`src/rtl/ccff_loader_pkg.sv`:
```
// Shared types and helpers for the configuration-chain loader.
//   state_e  : loader FSM states
//   ceil_div : integer ceiling division, used for host word counts
package ccff_loader_pkg;

  typedef enum logic [1:0] {
    IDLE  = 2'd0,
    LOAD  = 2'd1,
    DRAIN = 2'd2,
    DONE  = 2'd3
  } state_e;

  function automatic int unsigned ceil_div(input int unsigned num, input int unsigned den);
    return (num + den - 1) / den;
  endfunction

endpackage

```
`src/rtl/ccff_chain_loader_if.sv`:
```
// Host-side bundle for the chain loader: config words in, readback words out.
//   cfg_data/cfg_valid/cfg_ready : host -> loader config word handshake
//   rb_data/rb_valid/rb_ready    : loader -> host readback word handshake
// master = host side, slave = loader side.
interface ccff_chain_loader_if #(
  parameter int unsigned WORD_W = 8
);

  logic [WORD_W-1:0] cfg_data;
  logic              cfg_valid;
  logic              cfg_ready;
  logic [WORD_W-1:0] rb_data;
  logic              rb_valid;
  logic              rb_ready;

  modport master (
    output cfg_data, cfg_valid, rb_ready,
    input  cfg_ready, rb_data, rb_valid
  );

  modport slave (
    input  cfg_data, cfg_valid, rb_ready,
    output cfg_ready, rb_data, rb_valid
  );

endinterface

```
`src/rtl/ccff_rb_packer.sv`:
```
// Collects bits leaving the chain tail into host readback words.
//   prog_clk, pReset : clock, async active-high reset
//   capture, cap_bit : one chain bit captured this cycle
//   last             : this capture is the final bit of the chain
//   rb_data/rb_valid/rb_ready : readback word handshake (first bit at MSB)
//   rb_col_full      : collector cannot take a capture this cycle
//   rb_idle          : nothing left to hand over after this edge
module ccff_rb_packer #(
  parameter int unsigned WORD_W = 8
) (
  input  logic              prog_clk,
  input  logic              pReset,
  input  logic              capture,
  input  logic              cap_bit,
  input  logic              last,
  input  logic              rb_ready,
  output logic [WORD_W-1:0] rb_data,
  output logic              rb_valid,
  output logic              rb_col_full,
  output logic              rb_idle
);

  localparam int unsigned CNT_W = $clog2(WORD_W + 1);

  logic [WORD_W-1:0] rb_col;
  logic [CNT_W-1:0]  col_cnt;
  logic [CNT_W-1:0]  cnt_nxt;
  logic              col_full;
  logic              xfer;

  // A full collector moves to rb_data whenever the output slot is free or being freed.
  assign xfer        = col_full && (!rb_valid || rb_ready);
  // Blocking only when the word cannot move this cycle, so word boundaries cost no bubble.
  assign rb_col_full = col_full && !xfer;
  assign rb_idle     = !col_full && (!rb_valid || rb_ready);
  assign cnt_nxt     = xfer ? CNT_W'(1) : col_cnt + CNT_W'(1);

  // Collector and output register.
  always_ff @(posedge prog_clk or posedge pReset) begin
    if (pReset) begin
      rb_col   <= '0;
      col_cnt  <= '0;
      col_full <= 1'b0;
      rb_data  <= '0;
      rb_valid <= 1'b0;
    end else begin
      if (xfer) begin
        // Left-align a short final word; its low bits come out as zero.
        rb_data  <= rb_col << (CNT_W'(WORD_W) - col_cnt);
        rb_valid <= 1'b1;
      end else if (rb_ready) begin
        rb_valid <= 1'b0;
      end

      if (capture) begin
        rb_col   <= xfer ? {{(WORD_W-1){1'b0}}, cap_bit} : {rb_col[WORD_W-2:0], cap_bit};
        col_cnt  <= cnt_nxt;
        col_full <= last || (cnt_nxt == CNT_W'(WORD_W));
      end else if (xfer) begin
        rb_col   <= '0;
        col_cnt  <= '0;
        col_full <= 1'b0;
      end
    end
  end

endmodule

```
`src/rtl/ccff_chain_loader.sv`:
```
// Loads host config words MSB-first into the configuration chain and
// repacks the bits pushed out of the chain tail into readback words.
//   prog_clk, pReset : programming clock, async active-high reset
//   start            : one-cycle pulse, begins a load when idle
//   bus (slave)      : cfg word in / readback word out handshakes
//   ccff_head        : serial bit into chain head (valid while chain_clk_en)
//   ccff_tail        : serial bit from chain tail
//   chain_clk_en     : fabric prog_clk gate; chain shifts at next rising edge
//   busy             : load or drain in progress
//   done             : one-cycle pulse after load and readback complete
module ccff_chain_loader
  import ccff_loader_pkg::*;
#(
  parameter int unsigned CHAIN_LEN = 40,
  parameter int unsigned WORD_W    = 8
) (
  input  logic               prog_clk,
  input  logic               pReset,
  input  logic               start,
  ccff_chain_loader_if.slave bus,
  output logic               ccff_head,
  input  logic               ccff_tail,
  output logic               chain_clk_en,
  output logic               busy,
  output logic               done
);

  localparam int unsigned N_WORDS   = ceil_div(CHAIN_LEN, WORD_W);
  localparam int unsigned LAST_BITS = CHAIN_LEN - (N_WORDS - 1) * WORD_W;
  localparam int unsigned SC_W      = $clog2(CHAIN_LEN + 1);
  localparam int unsigned BL_W      = $clog2(WORD_W + 1);
  localparam int unsigned WL_W      = $clog2(N_WORDS + 1);

  state_e            state;
  state_e            state_nxt;
  logic [SC_W-1:0]   shift_cnt;
  logic [WL_W-1:0]   words_left;
  logic [BL_W-1:0]   bits_left;
  logic [WORD_W-1:0] wbuf;
  logic              shift;
  logic              load_word;
  logic              last_cap;
  logic              rb_col_full;
  logic              rb_idle;

  assign shift        = (state == LOAD) && (bits_left != '0) && !rb_col_full;
  // Ready during the last bit of the current word keeps the chain shifting every cycle.
  assign bus.cfg_ready = (state == LOAD) && (words_left != '0) &&
                         ((bits_left == '0) || ((bits_left == BL_W'(1)) && shift));
  assign load_word    = bus.cfg_valid && bus.cfg_ready;
  assign last_cap     = (shift_cnt == SC_W'(CHAIN_LEN - 1));
  assign chain_clk_en = shift;
  assign ccff_head    = shift && wbuf[WORD_W-1];

  // State register.
  always_ff @(posedge prog_clk or posedge pReset) begin
    if (pReset) state <= IDLE;
    else        state <= state_nxt;
  end

  // Next-state logic.
  always_comb begin
    state_nxt = state;
    unique case (state)
      IDLE:    if (start) state_nxt = LOAD;
      LOAD:    if (shift_cnt == SC_W'(CHAIN_LEN)) state_nxt = DRAIN;
      // A word being accepted this edge no longer counts as pending.
      DRAIN:   if (rb_idle) state_nxt = DONE;
      DONE:    state_nxt = IDLE;
      default: state_nxt = IDLE;
    endcase
  end

  // Status outputs decoded from the state register.
  always_comb begin
    busy = 1'b0;
    done = 1'b0;
    unique case (state)
      LOAD, DRAIN: busy = 1'b1;
      DONE:        done = 1'b1;
      default:     ;
    endcase
  end

  // Word buffer and shift/word counters.
  always_ff @(posedge prog_clk or posedge pReset) begin
    if (pReset) begin
      shift_cnt  <= '0;
      words_left <= '0;
      bits_left  <= '0;
      wbuf       <= '0;
    end else if ((state == IDLE) && start) begin
      shift_cnt  <= '0;
      words_left <= WL_W'(N_WORDS);
      bits_left  <= '0;
    end else begin
      if (shift) begin
        wbuf      <= wbuf << 1;
        bits_left <= bits_left - BL_W'(1);
        if (shift_cnt != SC_W'(CHAIN_LEN)) shift_cnt <= shift_cnt + SC_W'(1);
      end
      // A new word overrides the shift of the previous word's last bit.
      if (load_word) begin
        wbuf       <= bus.cfg_data;
        bits_left  <= (words_left == WL_W'(1)) ? BL_W'(LAST_BITS) : BL_W'(WORD_W);
        words_left <= words_left - WL_W'(1);
      end
    end
  end

  ccff_rb_packer #(
    .WORD_W (WORD_W)
  ) u_rb_packer (
    .prog_clk    (prog_clk),
    .pReset      (pReset),
    .capture     (shift),
    .cap_bit     (ccff_tail),
    .last        (last_cap),
    .rb_ready    (bus.rb_ready),
    .rb_data     (bus.rb_data),
    .rb_valid    (bus.rb_valid),
    .rb_col_full (rb_col_full),
    .rb_idle     (rb_idle)
  );

endmodule

```
`src/flat_wrapper.sv`:
```
// flat-port wrapper written by rule: the top's interface ports become plain ports
module ccff_chain_loader_flat import ccff_loader_pkg::*;
#(
  parameter int unsigned CHAIN_LEN = 40,
  parameter int unsigned WORD_W    = 8
)
  (prog_clk, pReset, start, ccff_head, ccff_tail, chain_clk_en, busy, done, bus_cfg_data, bus_cfg_valid, bus_rb_ready, bus_cfg_ready, bus_rb_data, bus_rb_valid);
  ccff_chain_loader_if #(.WORD_W(WORD_W)) bus_i ();
  input  logic prog_clk;
  input  logic pReset;
  input  logic start;
  output logic ccff_head;
  input  logic ccff_tail;
  output logic chain_clk_en;
  output logic busy;
  output logic done;
  input wire logic [$bits(bus_i.cfg_data)-1:0] bus_cfg_data;
  input wire logic [$bits(bus_i.cfg_valid)-1:0] bus_cfg_valid;
  input wire logic [$bits(bus_i.rb_ready)-1:0] bus_rb_ready;
  output wire logic [$bits(bus_i.cfg_ready)-1:0] bus_cfg_ready;
  output wire logic [$bits(bus_i.rb_data)-1:0] bus_rb_data;
  output wire logic [$bits(bus_i.rb_valid)-1:0] bus_rb_valid;
  assign bus_i.cfg_data = bus_cfg_data;
  assign bus_i.cfg_valid = bus_cfg_valid;
  assign bus_i.rb_ready = bus_rb_ready;
  assign bus_cfg_ready = bus_i.cfg_ready;
  assign bus_rb_data = bus_i.rb_data;
  assign bus_rb_valid = bus_i.rb_valid;
  ccff_chain_loader #(.CHAIN_LEN(CHAIN_LEN), .WORD_W(WORD_W)) u_core (.prog_clk(prog_clk), .pReset(pReset), .start(start), .bus(bus_i), .ccff_head(ccff_head), .ccff_tail(ccff_tail), .chain_clk_en(chain_clk_en), .busy(busy), .done(done));
endmodule
```
`config.mk`:
```
export PLATFORM = sky130hd
export DESIGN_NAME = ccff_chain_loader_flat
export DESIGN_NICKNAME = d
export VERILOG_FILES = /design/src/rtl/ccff_loader_pkg.sv /design/src/rtl/ccff_chain_loader_if.sv /design/src/rtl/ccff_rb_packer.sv /design/src/rtl/ccff_chain_loader.sv /design/src/flat_wrapper.sv
export SDC_FILE = /design/constraint.sdc
export NUM_CORES = 1
export LEC_CHECK = 0
export ABC_CLOCK_PERIOD_IN_PS = 2500
export BUFFER_PORTS_ARGS = -buffer_cell sky130_fd_sc_hd__buf_2
export CAP_MARGIN = 30
export CORE_UTILIZATION = 55
export DETAILED_ROUTE_END_ITERATION = 7
export PLACE_DENSITY = 0.72
export SLEW_MARGIN = 30
export SYNTH_ARGS = -nofsm -noshare
export SYNTH_HDL_FRONTEND = slang
export SYNTH_SLANG_ARGS = --single-unit
```
`constraint.sdc`:
```
create_clock -name prog_clk -period 2.5 [get_ports prog_clk]
set_clock_uncertainty 0.2 [all_clocks]
set_input_delay 0.125 -clock prog_clk [delete_from_list [all_inputs] [get_ports prog_clk]]
set_output_delay 0.125 -clock prog_clk [all_outputs]
set_load 0.01 [all_outputs]
```
Word level (Yosys, flattened, before mapping)

Cells that the tools add are included.

Add/subtract/negate cells: 5
Equal/unequal tests: 11
Shift operators: 1
Mux-type cells: 26
Bitwise operators: 1
Reductions and logical operators: 33

Operator list:

| cell                | count |
|---|---|
| $mux 8              | 5 |
| $mux 4              | 6 |
| $mux 6              | 3 |
| $eq 6x6->1 const B  | 2 |
| $reduce_bool 2->1   | 6 |
| $logic_and 1x1->1   | 11 |
| $pmux 2 s4          | 1 |
| $shl 8x4->8         | 1 |
| $add 6x1->6 const B | 1 |
| $mux 1              | 6 |
| $mux 2              | 3 |
| $mux 3              | 2 |
| $ne 6x6->1 const B  | 1 |
| $reduce_bool 3->1   | 2 |
| $add 4x1->4 const B | 1 |
| $eq 2x2->1 const B  | 2 |
| $eq 4x1->1 const B  | 1 |
| $eq 4x4->1 const B  | 1 |
| $logic_not 1->1     | 4 |
| $logic_not 4->1     | 1 |
| $ne 2x2->1 const B  | 2 |
| $reduce_and 2->1    | 2 |
| $reduce_bool 4->1   | 1 |
| $sub 4x1->4 const B | 1 |
| other kinds (9)     | 11 |

Register bits: 45
Output and inout bits: 14
Logic and storage cells: 87

Depth between registers and ports, before layout

Gate-level depths: netlist (run 1).

Depth after elaboration: 13
Gate-level depth with buffers: 10
Gate-level depth less buffers: 7

Hierarchy

A second synthesis (run 1) with hierarchy kept.

Cells, all modules: 275
Area, all modules: 2,635.0 um2

Modules (own cells, without submodules):

| module            | times used | cells an instance | area an instance (um2) | sequential area each (um2) |
|---|---|---|---|---|
| ccff_chain_loader | 1          | 148               | 1,421.4                | 575.6 |
| ccff_rb_packer    | 1          | 127               | 1,213.7                | 550.5 |

Worst setup path after synthesis (run 1)

No wires, ideal clock.

Path kind: reg2reg
From: reg u_core.u_rb_packer.col_cnt[0]
To: reg u_core.u_rb_packer.rb_data[6]
Setup time: 0.083 ns
Arrival: 1.931 ns
Slack: 0.286 ns
Stages on the path, launching flop included: 8
Buffers on the path: 2
Period minus slack after synthesis: 2.214 ns
Path through: dfrtp_1 buf_2 inv_1 ha_1 clkbuf_1 inv_1 mux4_2 o21ai_0

Longest elaborated chain between the ends: 2

Ends and longest elaborated chain:

| item                     | RTL line             | RTL |
|---|---|---|
| start: declaration       | ccff_rb_packer.sv:26 | `logic [CNT_W-1:0] col_cnt;` |
| start signal: assignment | ccff_rb_packer.sv:57 | `col_cnt <= cnt_nxt;` |
| $sub 4x4->4              | ccff_rb_packer.sv:49 | `rb_data <= rb_col << (CNT_W'(WORD_W) - col_cnt);` |
| $shl 8x4->8              | ccff_rb_packer.sv:49 |  |
| end signal: assignment   | ccff_rb_packer.sv:49 |  |
| end: declaration         | ccff_rb_packer.sv:17 | `output logic [WORD_W-1:0] rb_data,` |

Every way passes these cells.
A chain may end at the register's enable or synchronous reset.

Worst setup path in the final report (run 1)

From: reg u_core.bits_left[0]
To: out ccff_head

Longest elaborated chain between the ends: 4

Ends and longest elaborated chain:

| item                            | RTL line                 | RTL |
|---|---|---|
| start: declaration              | ccff_chain_loader.sv:38  | `logic [BL_W-1:0] bits_left;` |
| start signal: assignment        | ccff_chain_loader.sv:99  | `bits_left <= bits_left - BL_W'(1);` |
| start signal: assignment        | ccff_chain_loader.sv:105 | `bits_left <= (words_left == WL_W'(1)) ? BL_W'(LAST_BITS) : BL_W'(WORD_W);` |
| $reduce_bool 4->1               | ccff_chain_loader.sv:46  | `assign shift = (state == LOAD) && (bits_left != '0) && !rb_col_full;` |
| $logic_and 1x1->1 (2 in series) | ccff_chain_loader.sv:46  |  |
| $logic_and 1x1->1               | ccff_chain_loader.sv:53  | `assign ccff_head = shift && wbuf[WORD_W-1];` |
| end: declaration                | flat_wrapper.sv:12       | `output logic ccff_head;` |

Every way passes these cells.

==> results.py, run 1 <==
metrics = {
    "worst_hold_path": {
        "hp-class": "in -> reg",
        "hold_start": "bus_rb_ready",
        "hold_end": "u_core.u_rb_packer.rb_valid$_DFFE_PP0P_",
        "hold_depth": 3,
    },
    "cells_and_area": {
        "num_antenna_cells": 0,
        "layout-drive-gt1-share_pct": 18.3,
        "fillers": 374,
        "multi_input_area_sq_mm": 0.00122,
        "seq_area_sq_mm": 0.00113,
        "syn_to_final_growth_pct": 15.9,
        "final_nets": 327,
    },
    "worst_setup_path": {
        "reg2reg_from": "u_core.words_left[0]$_DFFE_PP0P_",
        "r2r_cells": 7,
        "worstPathRequired_ps": 2170,
        "rr_endpoint": "u_core.wbuf[6]$_DFFE_PP0P_",
        "worst-path-max-fanout": 15,
        "critical_path.max_stage_delay_ps": 450,
        "reg2reg_slack_ps": 220,
        "critPathKind": "reg -> out",
        "crit_arrival_ps": 2030,
        "crit_path_cell_trace": "inv_1 > ha_1 > or3b_4 > nand3_4 > buf_4 > nor2_1 > buf_2",
        "startpoint_type": "flop",
        "crit_slowest_cell": "or3b_4",
        "path_buf_inv": 3,
        "cp-end-kind": "output port",
        "crit_family": "simple AND/OR/NAND/NOR gates",
    },
    "timing": {
        "timing_hold_violations_final": 0,
        "relSlewSlack_pct": 65.6,
        "finalSetupViolCount": 0,
        "post-route-min-period_ps": 2360,
        "tns_ps": 0,
        "fin_hold_ws_ps": 22.1,
        "tightestPinTransition_ps": 516,
        "rsz0062_at_grt": "no",
        "max_freq_mhz": 424,
        "min_period_over_period_pct": 94.3,
        "drv_slew": 0,
    },
    "detailed_routing": {
        "drc": 0,
        "vias": 1963,
        "final_antenna_net_count": 0,
        "wl_per_cell_microns": 14.7,
        "dr.first_iter.drc_count": 143,
        "firstDrtPassIters": 4,
        "via_per_inst": 5.56,
        "wirelength_microns": 5190,
    },
    "die": {
        "rows": 24,
        "core_sq_mm": 0.00438,
        "die_h_microns": 69.7,
        "pin_count": 28,
        "die_width_microns": 69.7,
        "start_util_pct": 57.5,
        "die-area_sq_mm": 0.00486,
    },
    "clock_network": {
        "htree_levels": 2,
        "clk_pin_slew_ps": 90,
        "tritoncts": "yes",
        "clockBufferDepth": 2,
        "cts_made_buffers": 5,
        "insertion_delay_ps": 300,
        "numClockSinks": 45,
        "postCtsSetupRepairBufs": 0,
        "cts_root_buffer": "clkbuf_8",
    },
    "pwr": {
        "p_leak_nw": 1.48,
        "p_sw_mw": 0.276,
        "switching_share_pct": 22.1,
        "clkPwrFrac_pct": 38.3,
        "seqPwrFrac_pct": 58.2,
        "peakVddDrop_v": 0.000293,
        "p_comb_share_pct": 3.5,
        "internal_power_mw": 0.973,
        "pwr_density_cell_mw_per_mm2": 427,
    },
    "synth": {
        "avgSynthCellArea_sq_um": 9.70,
        "ys_seq_area_share_pct": 44.6,
        "ys_seq_elements": 45,
        "synth_area_sq_mm": 0.00252,
        "synth_edf_count": 0,
        "synth_ff_type": "dfrtp_1",
        "syn_inst": 260,
        "async_flop_share_pct": 100,
        "synth_fp_nets": 287,
        "synth.distinct_cells": 46,
        "yosys_warnings": 0,
    },
    "placed_design": {
        "numPortBuffers": 27,
        "routabilityCongestion": 0.790,
        "dp_hpwl_microns": 3700,
    },
    "global_route": {
        "antenna_found_initial": 0,
        "grt_pass1_vias": 1973,
        "grt_max_degree": 25,
        "grt_overflow": 0,
        "grt_pass1_wl_microns": 9180,
        "track_usage_pct": 23.8,
    },
    "run_status": {
        "status": "finished, final reports clean",
    },
    "flow_run": {
        "cap_viol_max_count": 0,
    },
}
-- what timing repair did --
item / CTS / global route
endpoints found under the setup margin: 0 / 1
hold buffers: 10 / 0
resized for setup: 0 / 1
hold endpoints to repair: 30 / 0
-- power groups by stage --
stage,sequential (mW),combinational (mW),clock [mW]
floorplan,0.742,0.0134,0
global placement,0.742,0.0323,0
detailed placement,0.742,0.0328,0
CTS,0.727,0.0445,0.489
global route,0.727,0.0496,0.509
finish,0.727,0.0438,0.479
-- placed cells by master (no fill, tap or decap), types with 4 or more instances in the layout --
cell,n
buf_2,27
nor3_1,6
nand2_1,32
nor2_1,10
ha_1,13
o21ai_0,11
buf_4,5
nand2b_1,6
a22o_1,4
nand3_1,6
mux2i_1,10
dfrtp_1,45
a222oi_1,7
nand4_1,5
clkbuf_8,6
inv_1,30
xor2_1,5
dlygate4sd3_1,10
a21oi_1,18
-- metal layers --
layer | track usage, % | vias to the layer above | routed length (microns)
met4 | 8.67 | 0 | 78
met1 | 30.7 | 935 | 2480
met5 | 0 | - | 0
met2 | 40.5 | 33 | 2480
li1 | - | 988 | -
met3 | 3.78 | 7 | 143
-- logic make-up (layout without fill, tap and decap cells) --
| family | count (synthesis) | after routing | synth area share (%) |
|---|---|---|---|
| buffers and inverters | 42 | 83 | 7.04 |
| AOI/OAI and AO/OA | 54 | 54 | 15.0 |
| muxes | 14 | 14 | 6.65 |
| adders and majority gates | 13 | 13 | 6.45 |
| and+or+nand+nor | 84 | 84 | 17.4 |
| xor gates and xnor gates | 8 | 8 | 2.78 |
| DFF | 45 | 45 | 44.6 |
-- sequential cells by signal, summed over array words and instances (netlist names), 2 cells and up --
signal	cells
u_core.u_rb_packer.rb_col	8
u_core.u_rb_packer.rb_data	8
u_core.wbuf	8
u_core.shift_cnt	6
u_core.state	2
u_core.words_left	3
u_core.u_rb_packer.col_cnt	4
u_core.bits_left	4
-- synth_stat cells, types with 5 or more instances --
master | number | share of area (%)
a21oi_1 | 18 | 3.6
inv_1 | 31 | 4.6
a222oi_1 | 7 | 2.8
dfrtp_1 | 45 | 45
ha_1 | 13 | 6.4
nand2b_1 | 6 | 1.5
mux2i_1 | 10 | 4.0
buf_2 | 5 | 0.99
nand4_1 | 5 | 1.2
nand3_1 | 6 | 1.2
xor2_1 | 5 | 1.7
nand2_1 | 32 | 4.8
o21ai_0 | 11 | 2.2
nor3_1 | 6 | 1.2
nor2_1 | 10 | 1.5
-- final cells by class --
cell class / count / share of cell area, %
clock buffer: 6 / 2.82
clock inverter: 2 / 0.471
inverter: 32 / 4.19
multi-input combinational: 173 / 41.8
sequential: 45 / 38.5
tap: 52 / 2.23
timing repair buffer: 43 / 10.0
-- per-stage QoR --
stage               setup slack [ps]  std cells  instance area [sq um]  power, mW  utilization (%)
finish                           141        353                   2920       1.25             66.7
global route                    25.6        353                   2920       1.29             66.7
CTS                             72.8        353                   2920       1.26             66.6
detailed placement               225        335                   2730      0.774             62.2
global placement                 276        335                   2730      0.774             62.2
floorplan                        286        260                   2520      0.755                -
-- worst reg2reg max path, delay by kind of cell (launching register included) --
family | cells | cell delay, ps
AO/OA/AOI/OAI | 2 | 670
adder cells (fa/ha/maj) | 2 | 370
buffers and inverters | 1 | 50
flip-flops | 1 | 360
AND/OR/NAND/NOR | 2 | 550
-- worst max-delay path by stage --
stage | from | to | depth (start not counted)
finish | u_core.bits_left[0]$_DFFE_PP0P_ | ccff_head | 7
global route | u_core.words_left[0]$_DFFE_PP0P_ | u_core.wbuf[6]$_DFFE_PP0P_ | 7
CTS | u_core.bits_left[0]$_DFFE_PP0P_ | ccff_head | 7
detailed placement | u_core.bits_left[0]$_DFFE_PP0P_ | u_core.wbuf[6]$_DFFE_PP0P_ | 7
global placement | u_core.words_left[0]$_DFFE_PP0P_ | u_core.wbuf[6]$_DFFE_PP0P_ | 7
floorplan | u_core.u_rb_packer.col_cnt[0]$_DFFE_PP0P_ | u_core.u_rb_packer.rb_data[6]$_DFFE_PP0P_ | 7
No activity file was read; power rests on OpenSTA's default activity.
==> run 2, diff against run 1 <==
CORE_UTILIZATION = 58   (was 55)
PLACE_DENSITY = 0.75   (was 0.72)
==> run 2 against run 1 <==
Non-clock buffer count did not move. Die area fell by 5.0%. Maximum frequency fell by 1.9%. Setup slack got worse by 46 ps. Critical path depth did not move. Largest power group unchanged. Power rose by 6.4%. Global-route usage rose by 0.16 points. Hold slack improved by 16 ps. Register-to-register slack got worse by 30 ps.
==> results.py, run 2 (synthesis gave the netlist of run 1 again) <==
metrics = {
    "run_status": {
        "status": "finished, final reports clean",
    },
    "cells_and_area": {
        "syn_to_final_growth_pct": 16.4,
        "num_antenna_cells": 0,
        "final_common_cell": "dfrtp_1",
        "instances_no_fill": 351,
        "largestRegisters": "u_core.u_rb_packer.rb_col x8, u_core.u_rb_packer.rb_data x8, u_core.wbuf x8",
        "layout_common_cells": "45 x dfrtp_1, 31 x nand2_1, 30 x inv_1",
        "layout-drive-gt1-share_pct": 17.6,
        "final_nets": 327,
    },
    "timing": {
        "min_period_over_period_pct": 96.2,
        "post-route-min-period_ps": 2400,
        "drv_slew": 0,
        "timing_hold_violations_final": 0,
        "worst_slack_ps": 95.2,
        "tightestPinTransition_ps": 746,
        "finalSetupViolCount": 0,
        "rsz0062_at_grt": "no",
        "relSlewSlack_pct": 50.0,
        "tns_ps": 0,
        "max_freq_mhz": 416,
    },
    "worst_setup_path": {
        "cp-end-kind": "output port",
        "worst-path-max-fanout": 15,
        "worstPathRequired_ps": 2170,
        "startpoint_type": "flop",
        "critPathKind": "reg -> out",
        "crit_arrival_ps": 2080,
    },
    "die": {
        "rows": 23,
        "die_width_microns": 67.9,
        "die-area_sq_mm": 0.00462,
        "core_sq_mm": 0.00409,
        "pin_count": 28,
        "die_h_microns": 67.9,
        "start_util_pct": 61.7,
    },
    "clock_network": {
        "cts_root_buffer": "clkbuf_8",
        "clk_pin_slew_ps": 80,
        "numClockSinks": 45,
        "clockBufferDepth": 2,
        "insertion_delay_ps": 290,
        "htree_levels": 2,
        "cts_made_buffers": 5,
        "tritoncts": "yes",
        "postCtsSetupRepairBufs": 0,
    },
    "global_route": {
        "grt_pass1_vias": 1810,
        "track_usage_pct": 23.9,
        "grt_max_degree": 23,
        "grt_overflow": 0,
        "grt_pass1_wl_microns": 8230,
        "antenna_found_initial": 0,
    },
    "placed_design": {
        "routabilityCongestion": 0.810,
        "dp_slack_ps": 213,
        "placed_cells_incl_taps": 333,
        "numPortBuffers": 27,
        "dp_hpwl_microns": 3600,
    },
    "pwr": {
        "p_leak_nw": 1.49,
        "peakVddDrop_v": 0.000466,
        "pwr_density_cell_mw_per_mm2": 453,
    },
    "detailed_routing": {
        "firstDrtPassIters": 5,
        "drc": 0,
        "vias": 2015,
        "final_antenna_net_count": 0,
        "via_per_inst": 5.74,
        "wirelength_microns": 4970,
        "wl_per_cell_microns": 14.2,
        "dr.first_iter.drc_count": 181,
    },
    "worst_hold_path": {
        "hp-class": "in -> reg",
    },
    "flow_run": {
        "cap_viol_max_count": 0,
    },
}
run 2: per-stage QoR:
step                area (sq um)  hold slack, ps  utilization [%]  power [mW]
floorplan                   2520            30.4                -       0.755
global placement            2710           -2.55             66.3       0.772
detailed placement          2710           -1.74             66.3       0.772
CTS                         2930            36.7             71.6        1.34
global route                2940            53.8             71.8        1.38
finish                      2940            38.0             71.8        1.33
run 2: repair_timing:
| item | 4_1_cts | 5_1_grt |
|---|---|---|
| hold buffers | 10 | 0 |
| hold endpoints to repair | 29 | 0 |
| gates resized for setup | 0 | 2 |
| endpoints found under the setup margin | 0 | 7 |
run 2: critical path, stage by stage, from the launching register on:
cell and delay, ps:
dfrtp_1 430, inv_1 70, ha_1 230, or3b_1 480, nand3_4 170, buf_4 220
nor2_1 60, buf_2 130
run 2: layer usage:
metal	global-route usage [%]	vias up	wire [microns]	part of all wire [%]
met5	0	-	0	0
met3	4.00	8	162	3.3
met2	39.6	50	2450	49
li1	-	992	-	-
met1	32.1	965	2300	46
met4	7.03	0	65	1.3
run 2: final timing paths:
kind / start / to / slack [ps] / depth (start not counted)
setup / recovery: u_core.bits_left[0]$_DFFE_PP0P_ / ccff_head / 100 / 7
hold / removal: bus_rb_ready / u_core.u_rb_packer.rb_valid$_DFFE_PP0P_ / 40 / 3
setup reg to reg: u_core.bits_left[0]$_DFFE_PP0P_ / u_core.wbuf[6]$_DFFE_PP0P_ / 190 / 7
hold reg to reg: u_core.u_rb_packer.rb_data[4]$_DFFE_PP0P_ / u_core.u_rb_packer.rb_data[4]$_DFFE_PP0P_ / 270 / 2
max in group asynchronous: pReset / u_core.u_rb_packer.rb_col[3]$_DFFE_PP0P_ / 1310 / 4
min in group asynchronous: pReset / u_core.shift_cnt[3]$_DFFE_PP0P_ / 210 / 3
run 2: final cells by class:
cell class	count	area, sq um
multi-input combinational	173	1230
fill	311	1150
sequential	45	1130
timing repair buffer	43	280
inverter	32	123
clock buffer	7	86.3
tap	50	62.6
clock inverter	1	30.0
run 2: power breakdown:
part	total [mW]	switching, mW	internal, mW
sequential	0.727	0	0.727
clock	0.562	0.236	0.326
combinational	0.0414	0.0205	0.0209
==> run 3, diff against run 2 <==
BUFFER_PORTS_ARGS = default   (was -buffer_cell sky130_fd_sc_hd__buf_2)
CORE_UTILIZATION = 63   (was 58)
DONT_BUFFER_PORTS = 1   (was default)
==> run 3 against run 2 <==
Sequential cell count unchanged. Critical endpoint is now u_core.wbuf[5]$_DFFE_PP0P_. Critical path depth stayed put. Die area shrank 7.7%.
==> results.py, run 3 (synthesis gave the netlist of run 1 again) <==
metrics = {
    "global_route": {
        "grt_max_degree": 24,
        "use_met1_pct": 33.2,
        "grt_overflow": 0,
        "grt_pass1_wl_microns": 8330,
        "grt_pass1_vias": 1812,
        "gr-usage-met2_pct": 42.9,
        "antenna_found_initial": 0,
        "grt_util_met3_pct": 5.73,
        "grt.busiest_layer": "met2",
        "track_usage_pct": 26.0,
    },
    "pwr": {
        "p_sw_mw": 0.266,
        "switching_share_pct": 20.5,
        "pwr_density_cell_mw_per_mm2": 463,
        "p_comb_share_pct": 2.7,
        "peakVddDrop_v": 0.000376,
        "seqPwrFrac_pct": 55.9,
        "clkPwrFrac_pct": 41.4,
        "p_leak_nw": 1.36,
        "internal_power_mw": 1.03,
    },
    "worst_setup_path": {
        "rr_endpoint": "u_core.wbuf[5]$_DFFE_PP0P_",
        "crit_family": "simple AND/OR/NAND/NOR gates",
        "r2r_cells": 7,
        "critical_path.max_stage_delay_ps": 450,
        "cp-end-kind": "flop",
        "reg2reg_slack_ps": 180,
        "crit_slowest_cell": "or3b_4",
        "crit_path_cell_trace": "inv_1 > ha_1 > or3b_4 > nand3_4 > inv_4 > o211a_1 > a222oi_1",
        "critPathKind": "reg -> reg",
        "path_buf_inv": 2,
        "startpoint_type": "flop",
        "worst-path-max-fanout": 21,
        "crit_arrival_ps": 2310,
        "worstPathRequired_ps": 2490,
        "reg2reg_from": "u_core.bits_left[1]$_DFFE_PP0P_",
    },
    "placed_design": {
        "routabilityCongestion": 0.833,
        "numPortBuffers": 0,
        "placed_cells_incl_taps": 303,
        "dp_hpwl_microns": 3500,
    },
    "die": {
        "pin_count": 28,
        "die_h_microns": 65.3,
        "rows": 22,
        "die_width_microns": 65.3,
        "core_sq_mm": 0.00374,
        "start_util_pct": 67.4,
        "die-area_sq_mm": 0.00426,
    },
    "cells_and_area": {
        "largestRegisters": "u_core.u_rb_packer.rb_col x8, u_core.u_rb_packer.rb_data x8, u_core.wbuf x8",
        "num_antenna_cells": 0,
        "fillers": 273,
        "seq_area_sq_mm": 0.00113,
        "syn_to_final_growth_pct": 11.4,
        "final_nets": 302,
        "layout-drive-gt1-share_pct": 9.45,
        "instances_no_fill": 323,
        "layout_common_cells": "45 x dfrtp_1, 31 x nand2_1, 30 x inv_1",
        "multi_input_area_sq_mm": 0.00123,
        "final_common_cell": "dfrtp_1",
    },
    "detailed_routing": {
        "drc": 0,
        "dr.first_iter.drc_count": 185,
        "firstDrtPassIters": 4,
        "vias": 1923,
        "wl_per_cell_microns": 15.6,
        "wirelength_microns": 5050,
        "via_per_inst": 5.95,
        "final_antenna_net_count": 0,
    },
    "clock_network": {
        "tritoncts": "yes",
        "numClockSinks": 45,
        "insertion_delay_ps": 300,
        "htree_levels": 2,
        "clockBufferDepth": 2,
        "cts_made_buffers": 5,
        "postCtsSetupRepairBufs": 0,
        "clk_pin_slew_ps": 80,
        "cts_root_buffer": "clkbuf_8",
    },
    "timing": {
        "tightestPinTransition_ps": 807,
        "min_period_over_period_pct": 92.9,
        "timing_hold_violations_final": 0,
        "tns_ps": 0,
        "rsz0062_at_grt": "no",
        "finalSetupViolCount": 0,
        "drv_slew": 0,
        "relSlewSlack_pct": 45.9,
        "post-route-min-period_ps": 2320,
        "max_freq_mhz": 431,
    },
    "run_status": {
        "status": "finished, final reports clean",
    },
    "flow_run": {
        "cap_viol_max_count": 0,
    },
    "worst_hold_path": {
        "hp-class": "in -> async",
    },
}
-- run 3: layout make-up --
class / instances / area share [%]
clock buffer: 5 / 2.45
clock inverter: 2 / 1.25
inverter: 32 / 4.36
multi-input combinational: 173 / 43.8
sequential: 45 / 40.1
tap: 48 / 2.14
timing repair buffer: 18 / 5.97
-- run 3: worst max-delay path by stage --
| stage | start | cells past startpoint | slack [ps] | endpoint |
|---|---|---|---|---|
| floorplan | u_core.u_rb_packer.col_cnt[0]$_DFFE_PP0P_ | 7 | 290 | u_core.u_rb_packer.rb_data[6]$_DFFE_PP0P_ |
| global placement | u_core.bits_left[0]$_DFFE_PP0P_ | 7 | 210 | u_core.wbuf[6]$_DFFE_PP0P_ |
| detailed placement | u_core.bits_left[0]$_DFFE_PP0P_ | 7 | 140 | u_core.wbuf[7]$_DFFE_PP0P_ |
| CTS | u_core.bits_left[0]$_DFFE_PP0P_ | 7 | 130 | u_core.wbuf[7]$_DFFE_PP0P_ |
| global route | u_core.bits_left[0]$_DFFE_PP0P_ | 7 | 20 | u_core.wbuf[6]$_DFFE_PP0P_ |
| finish | u_core.bits_left[1]$_DFFE_PP0P_ | 7 | 180 | u_core.wbuf[5]$_DFFE_PP0P_ |
-- run 3: power by group through the flow --
stage          Sequential (mW)  Clock (mW)  Combinational, mW
6_report                 0.727       0.538             0.0353
5_1_grt                  0.727       0.573             0.0396
4_1_cts                  0.727       0.547             0.0342
3_5_place_dp             0.742           0             0.0193
3_3_place_gp             0.742           0             0.0188
2_1_floorplan            0.742           0             0.0134
-- run 3: layer usage --
layer  vias to the layer above  wire [microns]
met3                         6             176
met2                        38            2550
met1                       941            2270
met4                         0              56
met5                         -               0
li1                        938               -
-- run 3: metrics by stage --
| stage | util, % | worst slack (ps) | power, mW | area (sq um) | hold WS, ps |
|---|---|---|---|---|---|
| 2_1_floorplan | - | 286 | 0.755 | 2520 | 30.4 |
| 3_3_place_gp | 68.5 | 210 | 0.761 | 2560 | -103 |
| 3_5_place_dp | 68.5 | 136 | 0.761 | 2560 | -102 |
| 4_1_cts | 74.5 | 126 | 1.31 | 2790 | 56.9 |
| 5_1_grt | 75.1 | 17.9 | 1.34 | 2810 | 146 |
| 6_report | 75.1 | 178 | 1.30 | 2810 | 122 |
-- run 3: worst register-to-register path, stage by stage (launching register included) --
cell      delay (ps)
dfrtp_1          410
inv_1            100
ha_1             240
or3b_4           450
nand3_4          170
inv_4            130
o211a_1          240
a222oi_1         280
-- run 3: what timing repair did --
action,CTS,global route
endpoints found under the setup margin,0,5
hold buffers,12,1
hold endpoints to repair,36,1
gates resized for setup,0,3
